$ cat src/rtl/clint_responder_pkg.sv
// Shared constants for the CLINT responder: register offsets and bus FSM state encoding.
package clint_responder_pkg;

  // Register offsets within the 64 KiB window (bits [2:0] are don't-care).
  localparam logic [15:0] MSIP_OFF     = 16'h0000;
  localparam logic [15:0] MTIMECMP_OFF = 16'h4000;
  localparam logic [15:0] MTIME_OFF    = 16'hBFF8;

  // Bus responder FSM states.
  localparam logic [1:0] IDLE = 2'd0;
  localparam logic [1:0] WAIT = 2'd1;
  localparam logic [1:0] DATA = 2'd2;

  // Doubleword-granular offset compare.
  function automatic logic off_match(input logic [15:0] a, input logic [15:0] b);
    return a[15:3] == b[15:3];
  endfunction

endpackage

$ cat src/rtl/clint_responder_bus_resp_fsm.sv
// Generic bus responder handshake: address-phase latch, wait-state counter, HREADY.
module clint_responder_bus_resp_fsm
  import clint_responder_pkg::*;
#(
  parameter logic [63:0] BASE        = 64'h0200_0000,
  parameter int unsigned WAIT_STATES = 0
) (
  input  logic        i_clk,
  input  logic        i_rst_n,
  input  logic        i_hsel,
  input  logic        i_htrans,
  input  logic [15:0] i_haddr,
  input  logic        i_hwrite,
  output logic        o_hready,
  output logic        o_data,
  output logic        o_write,
  output logic [15:0] o_off
);

  // Counter is loaded with WAIT_STATES-1 so WAIT lasts exactly WAIT_STATES cycles.
  localparam logic [2:0] WAIT_LOAD = (WAIT_STATES > 0) ? 3'(WAIT_STATES - 1) : 3'd0;

  logic [1:0]  r_state, w_state_d;
  logic [2:0]  r_cnt, w_cnt_d;
  logic [15:0] r_off, w_off_d;
  logic        r_write, w_write_d;
  logic        w_accept;

  assign o_hready = (r_state != WAIT);
  assign o_data   = (r_state == DATA);
  assign o_write  = r_write;
  assign o_off    = r_off;
  assign w_accept = i_hsel & i_htrans & o_hready;

  // Next-state: advance wait/data phases, and an accepted request overrides the default.
  always_comb begin
    w_state_d = r_state;
    w_cnt_d   = r_cnt;
    w_off_d   = r_off;
    w_write_d = r_write;
    case (r_state)
      WAIT: begin
        if (r_cnt == 3'd0) begin
          w_state_d = DATA;
        end else begin
          w_cnt_d = r_cnt - 3'd1;
        end
      end
      DATA:    w_state_d = IDLE;
      default: w_state_d = IDLE;
    endcase
    if (w_accept) begin
      w_off_d   = i_haddr - BASE[15:0];
      w_write_d = i_hwrite;
      w_state_d = (WAIT_STATES > 0) ? WAIT : DATA;
      w_cnt_d   = WAIT_LOAD;
    end
  end

  // State registers; reset aborts any access in flight.
  always_ff @(posedge i_clk or negedge i_rst_n) begin
    if (!i_rst_n) begin
      r_state <= IDLE;
      r_cnt   <= 3'd0;
      r_off   <= 16'd0;
      r_write <= 1'b0;
    end else begin
      r_state <= w_state_d;
      r_cnt   <= w_cnt_d;
      r_off   <= w_off_d;
      r_write <= w_write_d;
    end
  end

endmodule

$ cat src/rtl/clint_responder.sv
// CLINT-style timer responder: mtime, mtimecmp and msip behind a simple bus handshake.
module clint_responder
  import clint_responder_pkg::*;
#(
  parameter logic [63:0] BASE        = 64'h0200_0000,
  parameter int unsigned WAIT_STATES = 0,
  parameter int unsigned PRESCALE    = 1
) (
  input  logic        CLK,
  input  logic        RESET,
  input  logic        HSEL,
  input  logic        HTRANS,
  input  logic [63:0] HADDR,
  input  logic        HWRITE,
  input  logic [63:0] HWDATA,
  output logic [63:0] HRDATA,
  output logic        HREADY,
  output logic        timer_irq,
  output logic        soft_irq
);

  localparam int unsigned PW = (PRESCALE > 1) ? $clog2(PRESCALE) : 1;

  logic          w_data;
  logic          w_write;
  logic [15:0]   w_off;
  logic          w_wr;
  logic [47:0]   w_unused_haddr;
  logic [63:0]   w_rdata;
  logic          w_tick;

  logic [63:0]   r_mtime, w_mtime_d;
  logic [63:0]   r_mtimecmp, w_mtimecmp_d;
  logic          r_msip, w_msip_d;
  logic [PW-1:0] r_pre, w_pre_d;
  logic          r_timer_irq, r_soft_irq;
  logic [63:0]   r_hrdata;

  // The window decode is done upstream; only the low 16 address bits matter here.
  assign w_unused_haddr = HADDR[63:16];

  clint_responder_bus_resp_fsm #(
    .BASE        (BASE),
    .WAIT_STATES (WAIT_STATES)
  ) u_fsm (
    .i_clk    (CLK),
    .i_rst_n  (RESET),
    .i_hsel   (HSEL),
    .i_htrans (HTRANS),
    .i_haddr  (HADDR[15:0]),
    .i_hwrite (HWRITE),
    .o_hready (HREADY),
    .o_data   (w_data),
    .o_write  (w_write),
    .o_off    (w_off)
  );

  assign w_wr = w_data & w_write;

  // Read mux: current register values; unmapped offsets read zero.
  always_comb begin
    w_rdata = 64'd0;
    if (off_match(w_off, MSIP_OFF)) begin
      w_rdata = {63'd0, r_msip};
    end else if (off_match(w_off, MTIMECMP_OFF)) begin
      w_rdata = r_mtimecmp;
    end else if (off_match(w_off, MTIME_OFF)) begin
      w_rdata = r_mtime;
    end
  end

  // Read data is live during a read data phase and held otherwise.
  assign HRDATA = (w_data & ~w_write) ? w_rdata : r_hrdata;

  assign w_tick = (r_pre == PW'(PRESCALE - 1));

  // Timer next-state: prescaled increment, bus writes override the increment.
  always_comb begin
    w_pre_d      = w_tick ? '0 : r_pre + PW'(1);
    w_mtime_d    = w_tick ? r_mtime + 64'd1 : r_mtime;
    w_mtimecmp_d = r_mtimecmp;
    w_msip_d     = r_msip;
    if (w_wr && off_match(w_off, MTIME_OFF)) begin
      w_mtime_d = HWDATA;
    end
    if (w_wr && off_match(w_off, MTIMECMP_OFF)) begin
      w_mtimecmp_d = HWDATA;
    end
    if (w_wr && off_match(w_off, MSIP_OFF)) begin
      w_msip_d = HWDATA[0];
    end
  end

  // Register state; interrupt lines follow the next-state values.
  always_ff @(posedge CLK or negedge RESET) begin
    if (!RESET) begin
      r_mtime     <= 64'd0;
      r_mtimecmp  <= 64'hFFFF_FFFF_FFFF_FFFF;
      r_msip      <= 1'b0;
      r_pre       <= '0;
      r_timer_irq <= 1'b0;
      r_soft_irq  <= 1'b0;
      r_hrdata    <= 64'd0;
    end else begin
      r_mtime     <= w_mtime_d;
      r_mtimecmp  <= w_mtimecmp_d;
      r_msip      <= w_msip_d;
      r_pre       <= w_pre_d;
      r_timer_irq <= (w_mtime_d >= w_mtimecmp_d);
      r_soft_irq  <= w_msip_d;
      if (w_data && !w_write) begin
        r_hrdata <= w_rdata;
      end
    end
  end

  assign timer_irq = r_timer_irq;
  assign soft_irq  = r_soft_irq;

endmodule

$ cat config.mk
export PLATFORM = sky130hd
export DESIGN_NAME = clint_responder
export DESIGN_NICKNAME = d
export VERILOG_FILES = /design/src/rtl/clint_responder_pkg.sv /design/src/rtl/clint_responder_bus_resp_fsm.sv /design/src/rtl/clint_responder.sv
export SDC_FILE = /design/constraint.sdc
export NUM_CORES = 1
export LEC_CHECK = 0
export CORE_ASPECT_RATIO = 1.4
export CORE_UTILIZATION = 57
export DETAILED_ROUTE_END_ITERATION = 8
export PLACE_DENSITY = 0.86
export SYNTH_ARGS = -nofsm -noshare
export SYNTH_HDL_FRONTEND = slang
export SYNTH_HIERARCHICAL = 1
export SYNTH_SLANG_ARGS = --single-unit
$ cat constraint.sdc
create_clock -name CLK -period 8.56 [get_ports CLK]
set_input_delay 1.284 -clock CLK [delete_from_list [all_inputs] [get_ports CLK]]
set_output_delay 1.284 -clock CLK [all_outputs]
set_load 0.02 [all_outputs]
==> flow_summary.json <==
{
  "num_rows": 59,
  "hold_path.class": "reg -> reg",
  "cts_sinks": 209,
  "vias": 8648,
  "min_from": "r_hrdata[38]$_DFFE_PN0P_",
  "gp_congestion": 0.880,
  "seq_power_share_pct": 47.0,
  "synthesis.nets": 1284,
  "clock_power_share_pct": 40.5,
  "hold_viol_final": 0,
  "cp_data_arrival_time_ps": 4050,
  "crit_start": "u_fsm/o_off[4]$_DFFE_PN0P_",
  "slew_violations": 0,
  "swShare_pct": 25.4,
  "clk_latency_ps": 500,
  "grt_max_degree": 129,
  "rsz0062_at_grt": "false",
  "seq_area_um2": 5310,
  "drc": 0,
  "antenna_found_initial": 0,
  "crit_path_end_kind": "output pin",
  "drt-pass1-iter-count": 5,
  "worst_pin_slew_ps": 1170,
  "portBuffers": 147,
  "whs_ps": 490,
  "synth_area_per_cell_um2": 10.1,
  "cellPowerDensity_nw_per_um2": 175,
  "max-cap-violations": 0,
  "slew_headroom_pct": 21.6,
  "grt_pass1_vias": 8964,
  "fin_crit_ps": 5340,
  "gr-total-overflow": 0,
  "track_usage_pct": 27.0,
  "worstSetupPathType": "reg -> out",
  "die-area_um2": 19900,
  "start_kind": "flop",
  "cp_cell_sequence": "nor4_1 -> nand3_1 -> nor2_4 -> buf_4 -> a22oi_1 -> o21ai_0 -> clkdlybuf4s50_1",
  "finalClockSkew_ps": 9.68,
  "cts_made_buffers": 22,
  "crit_buf_inv": 2,
  "p_leak_nw": 5.56,
  "core_region_area_um2": 18800,
  "clk_path_buf_depth": 3,
  "drt-initial-drc-count": 546,
  "dp_hpwl_um": 18000,
  "final_cell_mix": "clkdlybuf4s50_1 (146), dfrtp_1 (145), nand2_1 (96)",
  "internal-power_mw": 1.75,
  "postRouteAntennaNets": 0,
  "die_w_um": 119,
  "grt_pass1_wl_um": 43600,
  "vias_per_cell": 5.88,
  "root_buffer": "clkbuf_16",
  "drive_gt1_share_pct": 12.4,
  "fin_crit_sh_pct": 62.4,
  "wl_per_cell_um": 18.2,
  "post_cts_resize_count": 0,
  "fmax_mhz": 187,
  "htreeDepth": 1,
  "area.growth.synth_to_final_pct": 21.3,
  "num_io_pins": 200,
  "nNetsFinal": 1409,
  "status": "finished clean",
  "ctsHoldBuffers": 0,
  "combPwrFrac_pct": 12.5,
  "p_switching_mw": 0.596,
  "cts_tree": "yes",
  "crit_slowest_cell": "clkdlybuf4s50_1",
  "wl_um": 26700,
  "max_stage_delay_ps": 710,
  "multi_input_area_um2": 5250,
  "layout_commonest_cell": "clkdlybuf4s50_1",
  "nFillCells": 1375,
  "syn_inst": 1086,
  "num_antenna_cells": 0,
  "path_clk_slew_ps": 60,
  "die_h_um": 166,
  "ys_warn_count": 6,
  "postLayoutCoreUtil_pct": 71.3,
  "required_ps": 7280,
  "crit_family": "buffers and inverters",
  "finalSetupViolations": 0,
  "design_area_um2": 13400,
  "initial_core_util_pct": 58.7,
  "postCtsSetupBuffers": 0,
  "syn_area_um2": 11000,
  "worstReg2RegStart": "u_fsm/o_off[14]$_DFFE_PN0P_",
  "finalSetupTns_ps": 0,
  "crit_fanout": 39,
  "placed_area_um2": 12600,
  "vdd_ir_drop_max_uv": 170
}
## per-stage QoR
step / worst slack [ps] / cells / power (mW)
floorplan: 5230 / 1086 / 1.28
global placement: 3530 / 1431 / 1.39
detailed placement: 3510 / 1431 / 1.40
CTS: 3270 / 1471 / 2.36
global route: 3070 / 1471 / 2.44
finish: 3220 / 1471 / 2.34
## final timing paths
check / endpoint / slack, ps / depth (start not counted)
max in group asynchronous: r_mtime[58]$_DFF_PN0_ / 6050 / 2
min in group asynchronous: r_hrdata[25]$_DFFE_PN0P_ / 910 / 1
setup reg to reg: timer_irq$_DFF_PN0_ / 3430 / 14
setup / recovery: HRDATA[29] / 3220 / 7
hold reg to reg: r_hrdata[38]$_DFFE_PN0P_ / 490 / 2
hold / removal: r_hrdata[38]$_DFFE_PN0P_ / 490 / 2
## power groups by stage
stage               clock [mW]  combinational, mW  sequential, mW
floorplan                    0              0.177            1.10
global placement             0              0.275            1.11
detailed placement           0              0.284            1.11
CTS                      0.969              0.291            1.10
global route              1.01              0.324            1.11
finish                   0.950              0.292            1.10
## state kept, by name, indices dropped and copies added, names as in the netlist
register       count
u_fsm/o_off       13
r_mtimecmp        64
timer_irq          1
u_fsm/o_write      1
r_hrdata          64
soft_irq           1
u_fsm/r_state      1
r_mtime           64
## worst min-delay path: stages (launching register included)
cell	delay, ps
dfrtp_1	320
nand2_1	40
o21ai_0	90
## routing by layer
layer / share of wire, % / GRT usage (%)
met1: 39 / 32.0
met2: 53 / 49.3
met3: 4.4 / 2.53
met4: 3.4 / 11.7
met5: 0 / 0
## cell type report
type | instances | area share [%]
Clock buffer | 35 | 4.79
Clock inverter | 5 | 0.562
Inverter | 69 | 1.94
Multi-Input combinational cell | 755 | 39.3
Sequential cell | 209 | 39.7
Tap cell | 244 | 2.28
Timing Repair Buffer | 154 | 11.4
Power figures use the tool's default switching activity.
